### config.mk
export PLATFORM = sky130hd
export DESIGN_NAME = axi_lite_cmd_master
export DESIGN_NICKNAME = d
export VERILOG_FILES = /design/src/rtl/axi_lite_cmd_master.sv
export SDC_FILE = /design/constraint.sdc
export NUM_CORES = 1
export LEC_CHECK = 0
export ABC_AREA = 1
export BUFFER_PORTS_ARGS = -buffer_cell sky130_fd_sc_hd__buf_2
export CAP_MARGIN = 20
export CORE_MARGIN = 2
export CORE_UTILIZATION = 40
export CTS_CLUSTER_DIAMETER = 80
export CTS_CLUSTER_SIZE = 8
export DETAILED_ROUTE_END_ITERATION = 10
export GPL_TIMING_DRIVEN = 0
export HOLD_SLACK_MARGIN = 0.08
export PLACE_DENSITY = 0.85
export RECOVER_POWER = 50
export SETUP_SLACK_MARGIN = 0.3
export SYNTH_ARGS = -nofsm -noshare
export SYNTH_HDL_FRONTEND = slang
export SYNTH_SLANG_ARGS = --single-unit
### constraint.sdc
create_clock -name clk -period 1.5 [get_ports clk]
set_clock_uncertainty 0.05 [all_clocks]
set_input_delay 0.075 -clock clk [delete_from_list [all_inputs] [get_ports clk]]
set_output_delay 0.075 -clock clk [all_outputs]
set_load 0.01 [all_outputs]
### src/rtl/axi_lite_cmd_master.sv
// Single-outstanding AXI4-Lite master driven by a simple valid/ready command/response pair.
// Optional transaction counters are enabled with `define AXI_LITE_CMD_MASTER_CNT_EN.
module axi_lite_cmd_master #(
  parameter int ADDR_WIDTH = 32,
  parameter int BUS_WIDTH  = 32
) (
  input  logic                    clk,
  input  logic                    reset,
  // command side
  input  logic                    cmd_valid,
  output logic                    cmd_ready,
  input  logic                    cmd_write,
  input  logic [ADDR_WIDTH-1:0]   cmd_addr,
  input  logic [BUS_WIDTH-1:0]    cmd_wdata,
  input  logic [BUS_WIDTH/8-1:0]  cmd_wstrb,
  // response side
  output logic                    rsp_valid,
  input  logic                    rsp_ready,
  output logic                    rsp_write,
  output logic [BUS_WIDTH-1:0]    rsp_rdata,
  output logic [1:0]              rsp_resp,
  // AXI-Lite write channels
  output logic                    m_axi_awvalid,
  input  logic                    m_axi_awready,
  output logic [ADDR_WIDTH-1:0]   m_axi_awaddr,
  output logic [2:0]              m_axi_awprot,
  output logic                    m_axi_wvalid,
  input  logic                    m_axi_wready,
  output logic [BUS_WIDTH-1:0]    m_axi_wdata,
  output logic [BUS_WIDTH/8-1:0]  m_axi_wstrb,
  input  logic                    m_axi_bvalid,
  output logic                    m_axi_bready,
  input  logic [1:0]              m_axi_bresp,
  // AXI-Lite read channels
  output logic                    m_axi_arvalid,
  input  logic                    m_axi_arready,
  output logic [ADDR_WIDTH-1:0]   m_axi_araddr,
  input  logic                    m_axi_rvalid,
  output logic                    m_axi_rready,
  input  logic [BUS_WIDTH-1:0]    m_axi_rdata,
  input  logic [1:0]              m_axi_rresp
`ifdef AXI_LITE_CMD_MASTER_CNT_EN
  ,
  output logic [15:0]             wr_count,
  output logic [15:0]             rd_count,
  output logic [15:0]             err_count
`endif
);

  localparam int STRB_WIDTH = BUS_WIDTH / 8;

  typedef enum logic [2:0] {
    IDLE,
    WR,
    WR_RESP,
    RD_ADDR,
    RD_DATA,
    RSP
  } state_t;

  state_t                  state, state_next;
  logic [ADDR_WIDTH-1:0]   addr_q;
  logic [BUS_WIDTH-1:0]    wdata_q;
  logic [STRB_WIDTH-1:0]   wstrb_q;
  logic                    aw_done, w_done;
  logic [BUS_WIDTH-1:0]    rsp_rdata_q;
  logic [1:0]              rsp_resp_q;
  logic                    rsp_write_q;

  logic cmd_accept, aw_hs, w_hs, b_hs, r_hs;

  assign cmd_accept = cmd_valid && cmd_ready;
  assign aw_hs      = m_axi_awvalid && m_axi_awready;
  assign w_hs       = m_axi_wvalid && m_axi_wready;
  assign b_hs       = m_axi_bvalid && m_axi_bready;
  assign r_hs       = m_axi_rvalid && m_axi_rready;

  // Address/data come straight from the registered command so they cannot move under a valid.
  assign m_axi_awaddr = addr_q;
  assign m_axi_araddr = addr_q;
  assign m_axi_wdata  = wdata_q;
  assign m_axi_wstrb  = wstrb_q;
  assign m_axi_awprot = 3'b000;

  assign rsp_rdata = rsp_rdata_q;
  assign rsp_resp  = rsp_resp_q;
  assign rsp_write = rsp_write_q;

  // NOTE: sequential state uses non-blocking assignments so every flop samples pre-edge values.
  always_ff @(posedge clk) begin
    if (reset) state <= IDLE;
    else       state <= state_next;
  end

  // NOTE: every output of this block gets a default first, so no path can infer a latch.
  always_comb begin
    state_next    = state;
    cmd_ready     = 1'b0;
    rsp_valid     = 1'b0;
    m_axi_awvalid = 1'b0;
    m_axi_wvalid  = 1'b0;
    m_axi_bready  = 1'b0;
    m_axi_arvalid = 1'b0;
    m_axi_rready  = 1'b0;
    case (state)
      IDLE: begin
        cmd_ready = 1'b1;
        if (cmd_valid) state_next = cmd_write ? WR : RD_ADDR;
      end
      WR: begin
        m_axi_awvalid = !aw_done;
        m_axi_wvalid  = !w_done;
        // Each channel is finished either by an earlier beat or by one happening now.
        if ((aw_done || m_axi_awready) && (w_done || m_axi_wready)) state_next = WR_RESP;
      end
      WR_RESP: begin
        m_axi_bready = 1'b1;
        if (m_axi_bvalid) state_next = RSP;
      end
      RD_ADDR: begin
        m_axi_arvalid = 1'b1;
        if (m_axi_arready) state_next = RD_DATA;
      end
      RD_DATA: begin
        m_axi_rready = 1'b1;
        if (m_axi_rvalid) state_next = RSP;
      end
      RSP: begin
        rsp_valid = 1'b1;
        if (rsp_ready) state_next = IDLE;
      end
      default: state_next = IDLE;
    endcase
  end

  // NOTE: all datapath registers are reset because their values are visible on ports.
  always_ff @(posedge clk) begin
    if (reset) begin
      addr_q      <= '0;
      wdata_q     <= '0;
      wstrb_q     <= '0;
      aw_done     <= 1'b0;
      w_done      <= 1'b0;
      rsp_rdata_q <= '0;
      rsp_resp_q  <= 2'b00;
      rsp_write_q <= 1'b0;
    end else begin
      if (cmd_accept) begin
        addr_q  <= cmd_addr;
        wdata_q <= cmd_wdata;
        wstrb_q <= cmd_wstrb;
        aw_done <= 1'b0;
        w_done  <= 1'b0;
      end
      if (aw_hs) aw_done <= 1'b1;
      if (w_hs)  w_done  <= 1'b1;
      if (b_hs) begin
        rsp_rdata_q <= '0;
        rsp_resp_q  <= m_axi_bresp;
        rsp_write_q <= 1'b1;
      end
      if (r_hs) begin
        rsp_rdata_q <= m_axi_rdata;
        rsp_resp_q  <= m_axi_rresp;
        rsp_write_q <= 1'b0;
      end
    end
  end

`ifdef AXI_LITE_CMD_MASTER_CNT_EN
  // Saturating completion and error counters.
  always_ff @(posedge clk) begin
    if (reset) begin
      wr_count  <= 16'd0;
      rd_count  <= 16'd0;
      err_count <= 16'd0;
    end else begin
      if (b_hs && wr_count != 16'hFFFF) wr_count <= wr_count + 16'd1;
      if (r_hs && rd_count != 16'hFFFF) rd_count <= rd_count + 16'd1;
      if (((b_hs && m_axi_bresp != 2'b00) || (r_hs && m_axi_rresp != 2'b00))
          && err_count != 16'hFFFF)
        err_count <= err_count + 16'd1;
    end
  end
`endif

endmodule

==> impl_metrics.toml <==
[global_route]
grt_start_max_net_pins = 17
busiest_layer = "met2"
met1_usage_pct = 31.0
antenna_found_initial = 1
grt_overflow = 0
grt_pass1_wl_mm = 29.8
grt_util_met2_pct = 55.4
first_global_vias = 5930
grt_use_total_pct = 29.6
met3_usage_pct = 7.02

[clocking]
numCtsBuffers = 9
cts.path.max_buffers = 2
insertion_delay_ns = 0.35
cts_sinks = 108
htree_levels = 3
cts_tree = "built"
cts-root-buf = "clkbuf_16"
clkTransAtPathRegs_ns = 0.07

[logic_synthesis]
synth_top_area_share_pct = 45.7
synth-edff-count = 0
synth_cell_type_count = 27
yosys_warnings = 0
synth_seq_cells = 108
yosysMostFrequentCell = "nand2_1"
synth_flop_cell = "dfxtp_1"
synthTopCellsByCount = "nand2_1, dfxtp_1, a21oi_1"
syn_inst = 571
yosysSeqAreaShare_pct = 45.7
synth_area_leaders = "dfxtp_1, nand2_1, a21oi_1"
async_flop_share_pct = 0
yosysTopAreaCell = "dfxtp_1"
syn_area_sq_um = 4730
syn_avg_cell_area_sq_um = 8.28

[critical_path]
worstSetupPathType = "reg -> reg"
critPathRequiredTime_ns = 1.66
r2r_cells = 9
r2r_slack_ns = 0.002
path_max_fanout = 7
timing.rr.start = "state[2]"
arrival_ns = 1.66
end_kind = "flip-flop"
cp-start-kind = "flip-flop"
reg2reg_to = "m_axi_araddr[12]"

[sta]
worst_pin_slew_ns = 0.755
max_freq_mhz = 667
fin_crit_ns = 1.50
finalMaxSlewViolations = 0
hold_viol = 0
max_slew_margin_pct = 49.7
min_period_over_period_pct = 99.9
setup_viol = 0
rsz0062_at_grt = "true"
tns_ns = 0

[power]
p_clk_share_pct = 17.8
leakagePower_nw = 3.71
cell_internal_pwr_mw = 7.68
p_per_area_nw_per_um2 = 1520
swShare_pct = 40.2
p_total_mw = 12.8
combPwrFrac_pct = 52.5
vdd_drop_max_mv = 1.20
seqPwrFrac_pct = 29.7
p_switching_mw = 5.16

[floorplan]
start_util_pct = 41.2
die_x_um = 113
die-area_sq_um = 12700
io_pins = 259
die_h_um = 113
rows = 39
coreArea_sq_um = 11500

[placed_design]
dp_hpwl_mm = 10.6
place_area_sq_um = 6210
gp_congestion = 0.859
dp.cells = 969
port_buffers = 253

[cells_and_area]
stdcell_count = 1124
post-route-util_pct = 73.4
fin_nets = 1090
fill_cells = 769
design_area_sq_um = 8420
drive_gt1_share_pct = 49.6
area_growth_pct = 78.1

[outcome]
status = "completed"

[detailed_routing]
drt-total-wl_mm = 21.7
vias = 6000
post_drt_wl_per_cell_um = 19.3
dr.pass1.iters = 6
drcViolationCount = 0
dr.first_iter.drc_count = 686
vias_per_cell = 5.34
ant_nets = 0

[hold_path]
worstHoldStart = "reset"
worstHoldEndpoint = "m_axi_araddr[0]"
holdPathStages = 3
min_path_type = "in -> reg"

[run]
max_cap_violations = 0
## power by group through the flow
stage               clock [mW]  sequential [mW]  combinational [mW]
global placement             0             3.70                4.28
finish                    2.29             3.81                6.74
CTS                       2.27             3.66                5.43
global route              2.41             3.85                7.12
floorplan                    0             3.88                2.74
detailed placement           0             3.71                4.33
## per-layer routing
metal | vias to the layer above | share of wire [%]
met5 | - | 0
met3 | 121 | 9.4
li1 | 2642 | -
met2 | 449 | 51
met1 | 2788 | 34
met4 | 0 | 5.6
## worst max-delay path, cell delays in order, from the launching register on
cell	delay [ns]
dfxtp_2	0.32
buf_8	0.14
nor2_4	0.13
nand2_4	0.08
inv_8	0.08
buf_12	0.14
nand2_8	0.09
clkbuf_16	0.19
nand2_1	0.07
a21oi_1	0.07
## sequential cells by signal (all words and copies together) (netlist names)
signal	count
m_axi_araddr	32
m_axi_wstrb	4
aw_done	1
rsp_resp	2
m_axi_wdata	32
rsp_write	1
state	3
rsp_rdata	32
w_done	1
## cells by family after synthesis
| family | share of synthesized area [%] |
|---|---|
| buf+inv | 13.3 |
| compound gates | 14.1 |
| flops | 45.7 |
| other cells | 0.0793 |
| simple gates | 26.8 |
## metrics by stage
stage          hold WS, ns  worst slack [ns]
2_1_floorplan        0.168             0.177
3_3_place_gp         0.282            0.0418
3_5_place_dp         0.284            0.0140
4_1_cts              0.240            0.0604
5_1_grt              0.262            -0.156
6_report             0.236           0.00166
## cells in the final DEF, fill, tap and decap left out, types with 3 or more instances in the layout
cell           instances
buf_2                203
inv_1                 14
nand2_8                3
clkbuf_16             14
nand2_1               69
nand2_2               66
conb_1                 3
buf_6                 15
nor2_4                 8
nand3_2               12
nor2_1                11
nand3_1               60
buf_4                 52
dlygate4sd3_1        110
buf_12                 5
nand2_4               23
a21oi_1               46
dfxtp_1              106
a21oi_2               59
clkbuf_1              68
buf_8                 10
## what timing repair did
item | 4_1_cts | 5_1_grt
gates cloned | 5 | 6
hold endpoints to repair | 106 | 0
hold buffers | 110 | 0
setup buffers | 14 | 4
endpoints found under the setup margin | 115 | 115
pin swaps | 11 | 10
resized for setup | 44 | 113
## worst max-delay path by stage
stage	start	endpoint	slack (ns)	cells after the start
5_1_grt	state[2]	m_axi_wdata[27]	-0.16	8
4_1_cts	state[0]	cmd_ready	0.06	6
3_5_place_dp	state[2]	m_axi_araddr[28]	0.01	7
3_3_place_gp	state[2]	m_axi_wstrb[0]	0.04	7
2_1_floorplan	state[1]	rsp_rdata[10]	0.18	8
6_report	state[2]	m_axi_araddr[12]	0.002	9
## final cells by class
type | instances | area (sq um) | area share [%]
sequential | 108 | 2170 | 25.7
multi-input combinational | 370 | 2380 | 28.3
buffer | 78 | 659 | 7.83
tap | 143 | 179 | 2.12
clock inverter | 3 | 23.8 | 0.282
clock buffer | 12 | 246 | 2.93
timing repair buffer | 390 | 2670 | 31.7
inverter | 19 | 91.3 | 1.08
antenna | 1 | 2.50 | 0.0297
Note: power is estimated with default switching activity, not from simulation.
